`src/rtl/down_counter_pkg.sv`:
```
// Shared types for the loadable down-counter: controller state encoding and
// the default counter width.
package down_counter_pkg;

  localparam int CD_WIDTH_DEFAULT = 32;

  typedef enum logic [1:0] {
    CD_IDLE,
    CD_RUN,
    CD_DONE
  } cd_state_t;

endpackage

```
`src/rtl/down_counter_ctrl.sv`:
```
// Loadable down-counter with start/busy/done handshake. A run of N enabled
// cycles ends in a one-cycle done pulse; abort cancels without a pulse.
module down_counter_ctrl
  import down_counter_pkg::*;
#(
  parameter int WIDTH = CD_WIDTH_DEFAULT
) (
  input  logic             clk,
  input  logic             rstn,
  input  logic             start,
  input  logic [WIDTH-1:0] load_val,
  input  logic             enable,
  input  logic             abort,
  output logic [WIDTH-1:0] count,
  output logic             busy,
  output logic             is_last,
  output logic             done
);

  localparam logic [WIDTH-1:0] ONE = WIDTH'(1);

  cd_state_t        state_q, state_d;
  logic [WIDTH-1:0] count_q, count_d;

  // NOTE: sequential state uses non-blocking assignments so every register
  // samples the pre-edge values of its neighbours.
  always_ff @(posedge clk or negedge rstn) begin
    if (!rstn) begin
      state_q <= CD_IDLE;
      count_q <= '0;
    end else begin
      state_q <= state_d;
      count_q <= count_d;
    end
  end

  // NOTE: every variable gets a default at the top of the block so no path
  // through the case statement can infer a latch.
  always_comb begin
    state_d = state_q;
    count_d = count_q;
    unique case (state_q)
      CD_IDLE, CD_DONE: begin
        state_d = CD_IDLE;
        count_d = '0;
        // DONE accepts a back-to-back reload; abort there suppresses it.
        if (!(state_q == CD_DONE && abort) && start) begin
          if (load_val != '0) begin
            state_d = CD_RUN;
            count_d = load_val - ONE;
          end else begin
            state_d = CD_DONE;
          end
        end
      end
      CD_RUN: begin
        if (abort) begin
          state_d = CD_IDLE;
          count_d = '0;
        end else if (enable) begin
          if (count_q != '0) count_d = count_q - ONE;
          else               state_d = CD_DONE;
        end
      end
      default: begin
        state_d = CD_IDLE;
        count_d = '0;
      end
    endcase
  end

  always_comb begin
    count   = count_q;
    busy    = (state_q == CD_RUN);
    done    = (state_q == CD_DONE);
    is_last = (state_q == CD_RUN) && (count_q == '0);
  end

endmodule
```
`config.mk`:
```
export PLATFORM = sky130hd
export DESIGN_NAME = down_counter_ctrl
export DESIGN_NICKNAME = d
export VERILOG_FILES = /design/src/rtl/down_counter_pkg.sv /design/src/rtl/down_counter_ctrl.sv
export SDC_FILE = /design/constraint.sdc
export NUM_CORES = 1
export LEC_CHECK = 0
export CORE_UTILIZATION = 30
export CTS_CLUSTER_SIZE = 28
export DETAILED_ROUTE_END_ITERATION = 10
export DONT_BUFFER_PORTS = 1
export GPL_TIMING_DRIVEN = 0
export PLACE_DENSITY = 0.49
export SLEW_MARGIN = 20
export SYNTH_ARGS = -nofsm -noshare
export SYNTH_HDL_FRONTEND = slang
export SYNTH_SLANG_ARGS = --single-unit
```
`constraint.sdc`:
```
create_clock -name clk -period 5.65 [get_ports clk]
set_clock_uncertainty 0.05 [all_clocks]
set_input_delay 1.695 -clock clk [delete_from_list [all_inputs] [get_ports clk]]
set_output_delay 1.695 -clock clk [all_outputs]
set_load 0.02 [all_outputs]
```
Yosys cells after proc, flatten, opt, wreduce, memory -nomap -nowiden
Cells that the tools add are included.
- $add $sub $neg: 2
- equality and inequality tests: 5
- reduce and logical (&&, ||, !) cells: 11
- muxes and demuxes: 12
- operators with widths (cell ; number):
    $mux W32 ; 5
    $pmux W32 S2 ; 1
    $reduce_bool A32 Y1 ; 2
    $sub A32 B1 Y32 const B ; 2
    $logic_not A32 Y1 ; 1
    $mux W2 ; 5
    $ne A3 B3 Y1 const B ; 2
    $pmux W2 S2 ; 1
    $reduce_and A2 Y1 ; 2
    $logic_and A1 B1 Y1 ; 3
    $ne A3 B2 Y1 const B ; 1
    $eq A2 B1 Y1 const B ; 1
    $eq A2 B2 Y1 const B ; 1
    $logic_not A2 Y1 ; 1
    $reduce_or A2 Y1 ; 1
    $logic_not A1 Y1 ; 1
- word-level logic and storage cells: 32
- register bits: 34
- output and inout port bits: 35
- input bits: 37

Longest topological paths before layout
Gate-level depths: netlist of the first run.
- word-level depth: 6
- gate-level depth with buffers: 9
- gate-level depth less buffers: 8

Least setup slack after synthesis of the first run
Ideal clock, no wire load.
- kind: input -> register
- from: input load_val[12]
- to: register count_q[23], in the netlist count[23]
- stages on the path: 8
- setup slack: 1.435 ns
- path buffers: 2
- arrival time: 4.042 ns
- library setup time: 0.123 ns
- required time: 5.477 ns
- path through: or4_1 -> buf_2 -> or4b_4 -> or4_4 -> and2_4 -> buf_6 -> a221o_1 -> o221a_2
- cells in the longest elaborated chain, start to end: 4
- elaborated cells between the ends (all ways): 5
- ends and longest elaborated chain (item ; line ; source):
    start: declaration ; down_counter_ctrl.sv:11 ; input logic [WIDTH-1:0] load_val,
    $sub A32 B1 Y32 or $reduce_bool A32 Y1 (tied branches) ; down_counter_ctrl.sv:50, down_counter_ctrl.sv:48 ;
    $mux W32 * ; down_counter_ctrl.sv:48 ; if (load_val != '0) begin
    $mux W32 * ; down_counter_ctrl.sv:47 ; if (!(state_q == CD_DONE && abort) && start) begin
    $pmux W32 S2 * ; down_counter_ctrl.sv:42 ; unique case (state_q)
    end signal: assignment ; down_counter_ctrl.sv:33 ; count_q <= count_d;
    end: declaration ; down_counter_ctrl.sv:23 ; logic [WIDTH-1:0] count_q, count_d;
Every way passes the cells marked *; elsewhere a longest branch is shown, timed or not.
A chain may end at the register's enable or synchronous reset.

Final worst setup path of the first run
- from: register count_q[7], in the netlist count[7]
- to: output is_last
- cells in the longest elaborated chain, start to end: 2
- ends and longest elaborated chain (item ; line ; source):
    $logic_not A32 Y1 ; down_counter_ctrl.sv:76 ; is_last = (state_q == CD_RUN) && (count_q == '0);
    $logic_and A1 B1 Y1 ; down_counter_ctrl.sv:76 ;
    end: declaration ; down_counter_ctrl.sv:16 ; output logic is_last,
No other way between the ends.

==> impl_metrics.tcl, run 1 <==
set metrics [dict create \
    outcome "complete, no violations" \
    start_util 0.3118 \
    cts_buffers 5 \
    grt_start_max_net_pins 35 \
    grt_pass1_wl_um 15740 \
    fp.dieW_um 97.44 \
    intPower_mw 0.4693 \
    drv_slew 0 \
    ir_drop_mv 0.08009 \
    critPathBufInv 0 \
    ctsHoldBuffers 0 \
    setup_ws_ps 1277 \
    n_fill_cell 953 \
    p_per_area_mw_per_mm2 270.4 \
    timing.final.crit_share 0.7740 \
    synth_area_per_cell_sq_um 8.434 \
    yosys_register_bits 34 \
    pwr-share-seq 0.460 \
    cts_setup_buffers 0 \
    grt_setup_unrepaired "no" \
    slew-limit-headroom 0.3184 \
    finalWirelength_um 9606 \
    hold_viol 0 \
    insertion_delay_ps 290 \
    fin_crit_ps 4373 \
    worstMarginPinSlew_ps 1012 \
    dp.cells 432 \
    seq_area_sq_um 850.8 \
    final_cell_mix "dfrtp_1, nor2_1, nor3_1, xor2_1, xnor2_1" \
    final_antenna_net_count 0 \
    cp_cell_sequence "nor4_1 -> nand4_1 -> or3_1 -> nor2_1" \
    netlist_instances 324 \
    area_growth_pct 8.471 \
    htreeDepth 2 \
    wl_per_cell_um 21.83 \
    fin_cells 440 \
    fin_tns_setup_ps 0 \
    synth.distinct_cells 58 \
    synthFlopType "dfrtp_1" \
    synth_enable_flop_cells 0 \
    grt_pass1_vias 2711 \
    die-area_sq_mm 0.009495 \
    placed_area_sq_mm 0.002873 \
    coreArea_sq_mm 0.008763 \
    clock_sinks 34 \
    cts_root_buf "clkbuf_8" \
    worstSetupPathType "flip-flop to primary output" \
    power_leakage_nw 1.042 \
    syn_nets 364 \
    gp_congestion 0.8201 \
    port_buffers 0 \
    crit_family "simple AND/OR/NAND/NOR gates" \
    maxCapViolCount 0 \
    setup.worst_path.end_class "primary output" \
    switching_share 0.4144 \
    die_y_um 97.44 \
    comb_power_share 0.302 \
    cp-start-kind "flip-flop" \
    p_total_mw 0.8015 \
    crit_arrival_ps 2630 \
    setup_violations 0 \
    clockPowerShare 0.238 \
    final_common_cell "dfrtp_1" \
    num_antenna_cells 0 \
    drc 0 \
    grt_usage 0.2097 \
    final_nets 371 \
    async_flop_share 1.000 \
    yosysSeqAreaShare 0.3114 \
    cpPeakStageDelay_ps 540 \
    design_area_sq_mm 0.002964 \
    post_route_cells_drive_above_1_share 0.07530 \
    hold_slack_ps 651.8 \
    multi_input_area_sq_mm 0.001800 \
    vias 2657 \
    ctsLongestPathBuffers 2 \
    viasPerCell 6.039 \
    pre_cts_ws_ps 1193 \
    antenna_found_initial 0 \
    first_iter_violations 219 \
    critPathMaxFanout 9 \
    netlist_area_sq_mm 0.002733 \
    grt-ovfl-total 0 \
    hpwl_um 7549 \
    pin_count 72 \
    rows 34 \
    fin_util 0.3382 \
    p_sw_mw 0.3322 \
    cts_resized 0 \
    cts_tree "yes" \
    drt_pre_antenna_iters 4 \
    timing.fmax_ghz 0.2287 \
    crit_path_top_delay_cell "dfrtp_1" \
    ys.warnings.count 0 \
    worst_ep_required_time_ps 3900 \
    min_path_type "flip-flop to flip-flop" \
    clkTransAtPathRegs_ps 70 \
]
[flip-flops by register name (all words and copies together), names as in the netlist]
register and count:
count 32, state_q 2
[tightest hold or removal path, cell delays in order (launching register included)]
cell	delay [ps]
dfrtp_1	470
inv_1	110
a21boi_0	80
[cell usage after synthesis (3+ instances only)]
cell      number  area [sq um]
clkbuf_1       9         33.78
o21a_1         5         37.54
o22ai_1       14         87.58
nor4_1        18         112.6
or3_1          9         56.30
o21ai_0        9         45.04
a21oi_1        7         35.03
o311ai_0       3         26.28
nand3_1       10         50.05
ha_1           3         37.54
dfrtp_1       34         850.8
buf_2          3         15.01
or2_2          4         25.02
nor2_1        26         97.59
o211ai_1       4         30.03
nand2_1       18         67.56
a22o_1         6         52.55
xnor2_1       19         166.4
nand2b_1       5         31.28
o221ai_1       5         43.79
nor3_1        20         100.1
inv_1          7         26.28
nor3b_1        4         30.03
or4_1         10         75.07
nand4_1        9         56.30
xor2_1        20         175.2
[final timing paths]
check                           startpoint        to  slack (ps)  depth (start not counted)
worst max register to register    count[7]  count[6]        2220                          6
worst min register to register    count[1]  count[1]         650                          2
max in group asynchronous             rstn  count[5]        4410                          0
worst min-delay path              count[1]  count[1]         650                          2
min in group asynchronous             rstn  count[9]        1040                          0
worst max-delay path              count[7]   is_last        1280                          4
[cell type report]
type                            count  share of cell area
Inverter                            7            0.008865
Multi-Input combinational cell    270              0.6074
Sequential cell                    34              0.2870
Buffer                             13             0.02026
Tap cell                          108             0.04559
Clock inverter                      1            0.001688
Clock buffer                        7             0.02913
[cells by family (layout without fill, tap and decap cells)]
logic type / after synthesis / count (layout) / share of synthesized area
muxes: 1 / 1 / 0.003663
xor gates and xnor gates: 39 / 39 / 0.1250
and+or+nand+nor: 153 / 153 / 0.3155
buffers and inverters: 20 / 28 / 0.03159
adders and majority gates: 3 / 3 / 0.01374
DFF: 34 / 34 / 0.3114
AOI/OAI and AO/OA: 74 / 74 / 0.1992
[power groups by stage]
| stage | Sequential (mW) | Clock (mW) | Combinational, mW |
|---|---|---|---|
| 3_5_place_dp | 0.374 | 0 | 0.237 |
| 6_report | 0.369 | 0.191 | 0.242 |
| 5_1_grt | 0.377 | 0.204 | 0.268 |
| 2_1_floorplan | 0.354 | 0 | 0.183 |
| 4_1_cts | 0.369 | 0.197 | 0.239 |
| 3_3_place_gp | 0.374 | 0 | 0.236 |
[per-layer routing]
layer | part of all wire | up-vias | GRT usage
met2 | 0.45 | 107 | 0.3238
met3 | 0.094 | 5 | 0.06187
met1 | 0.45 | 1272 | 0.2919
met4 | 0.0083 | 0 | 0.03846
li1 | - | 1273 | -
met5 | 0 | - | 0
No activity file was read; power rests on OpenSTA's default activity.
==> inputs of run 2 (changes only) <==
--- a/config.mk
+++ b/config.mk
@@ -10,7 +10,7 @@
 export DETAILED_ROUTE_END_ITERATION = 10
 export DONT_BUFFER_PORTS = 1
 export GPL_TIMING_DRIVEN = 0
-export PLACE_DENSITY = 0.49
+export PLACE_DENSITY = 0.5
 export SLEW_MARGIN = 20
 export SYNTH_ARGS = -nofsm -noshare
 export SYNTH_HDL_FRONTEND = slang
==> constraint.sdc (replaced) <==
create_clock -name clk -period 3.9 [get_ports clk]
set_clock_uncertainty 0.05 [all_clocks]
set_input_delay 1.17 -clock clk [delete_from_list [all_inputs] [get_ports clk]]
set_output_delay 1.17 -clock clk [all_outputs]
set_load 0.02 [all_outputs]
==> run 2 against run 1 <==
Against the previous run:
- critical path depth up 2
- sequential share of layout area down 0.37 points
- hold slack worse by 150 ps
- clock power up 76%
- clock-buffer cell count down 2
- wire length up 1.4%
- cell area up 1.3%
- global-route usage down 0.11 points
- critical endpoint unchanged
- largest cell class unchanged
- largest power group unchanged
- highest routed layer unchanged
==> impl_metrics.tcl, run 2 (synthesis gave the netlist of run 1 again) <==
set metrics [dict create \
    crit_path_top_delay_cell "dfrtp_1" \
    vias 2687 \
    final_antenna_net_count 0 \
    insertion_delay_ps 310 \
    post_route_cells_drive_above_1_share 0.09036 \
    drt_pre_antenna_iters 5 \
    drc 0 \
    largest_register_ffs 32 \
    cts_buffers 5 \
    seq_area_sq_um 850.8 \
    dp.cells 432 \
    cp_cell_sequence "inv_1 -> ha_1 -> nor3b_1 -> nand3_1 -> or3_1 -> nor2_2" \
    grt-ovfl-total 0 \
    worstSetupPathType "flip-flop to primary output" \
    p_per_area_mw_per_mm2 409.8 \
    wl_per_cell_um 22.14 \
    fin_util 0.3427 \
    power_leakage_nw 1.055 \
    grt_start_max_net_pins 35 \
    placed_area_sq_mm 0.002873 \
    ff2ff_setup_slack_ps 470 \
    setup.worst_path.end_class "primary output" \
    cts_root_buf "clkbuf_8" \
    worstMarginPinSlew_ps 1052 \
    hold_slack_ps 497.1 \
    grt_pass1_wl_um 15410 \
    design_area_sq_mm 0.003003 \
    die-area_sq_mm 0.009495 \
    clock_sinks 34 \
    num_antenna_cells 0 \
    finalWirelength_um 9743 \
    min_path_type "input port to asynchronous set/reset pin" \
    drv_slew 0 \
    crit_family "simple AND/OR/NAND/NOR gates" \
    cts_setup_buffers 0 \
    ir_drop_mv 0.1550 \
    setup_ws_ps 236.4 \
    fin_tns_setup_ps 0 \
    htreeDepth 2 \
    clkTransAtPathRegs_ps 80 \
    cpPeakStageDelay_ps 510 \
    fin_cells 440 \
    port_buffers 0 \
    timing.fmax_ghz 0.2730 \
    grt_usage 0.2086 \
    worst_ep_required_time_ps 2680 \
    ctsLongestPathBuffers 2 \
    cp-start-kind "flip-flop" \
    cts_resized 0 \
    crit_arrival_ps 2440 \
    timing.final.crit_share 0.9394 \
    final_cell_mix "dfrtp_1, nor2_1, nor3_1, xor2_1, xnor2_1" \
    area_growth_pct 9.890 \
    hpwl_um 7466 \
    p_total_mw 1.231 \
    n_fill_cell 939 \
    pin_count 72 \
    maxCapViolCount 0 \
    outcome "complete, no violations" \
    slew-limit-headroom 0.2912 \
    rows 34 \
    final_common_cell "dfrtp_1" \
    pre_cts_ws_ps -39.33 \
    start_util 0.3118 \
    fin_crit_ps 3664 \
    final_nets 371 \
    hold_viol 0 \
    gp_congestion 0.8171 \
    multi_input_area_sq_mm 0.001822 \
    die_y_um 97.44 \
    grt_pass1_vias 2670 \
    first_iter_violations 252 \
    antenna_found_initial 0 \
    coreArea_sq_mm 0.008763 \
    viasPerCell 6.107 \
    grt_setup_unrepaired "no" \
    critPathMaxFanout 6 \
    ctsHoldBuffers 0 \
    cts_tree "yes" \
    setup_violations 0 \
    fp.dieW_um 97.44 \
    critPathBufInv 1 \
]
run 2: cell type report:
class / instances / share of cell area
Multi-Input combinational cell: 270 / 0.6067
Sequential cell: 34 / 0.2833
Tap cell: 108 / 0.04500
Clock buffer: 5 / 0.02292
Buffer: 13 / 0.02000
Clock inverter: 3 / 0.01333
Inverter: 7 / 0.008750
run 2: worst reg2reg max path, cell delays in order, from the launching register on:
cell	delay [ps]
dfrtp_1	510
inv_1	100
ha_1	200
nor3b_1	380
nand3_1	210
o31ai_2	720
nand2_1	430
clkbuf_1	400
a32o_1	320
run 2: worst paths after layout:
check | start | end | cells after the start
setup / recovery | count[0] | is_last | 6
hold / removal | rstn | count[8] | 0
setup reg to reg | count[0] | count[6] | 8
hold reg to reg | count[1] | count[1] | 2
max in group asynchronous | rstn | count[23] | 0
min in group clk | count[1] | count[1] | 2
run 2: metal layers:
| metal | up-vias | wire (um) | GRT usage |
|---|---|---|---|
| met4 | 0 | 182 | 0.06335 |
| met3 | 12 | 805 | 0.05468 |
| met1 | 1295 | 4463 | 0.2914 |
| met2 | 110 | 4291 | 0.3141 |
| met5 | - | 0 | 0 |
| li1 | 1270 | - | - |
run 2: where the power goes:
group | internal (mW) | switching (mW)
clock | 0.188 | 0.149
sequential | 0.397 | 0.141
combinational | 0.143 | 0.212
total | 0.728 | 0.502
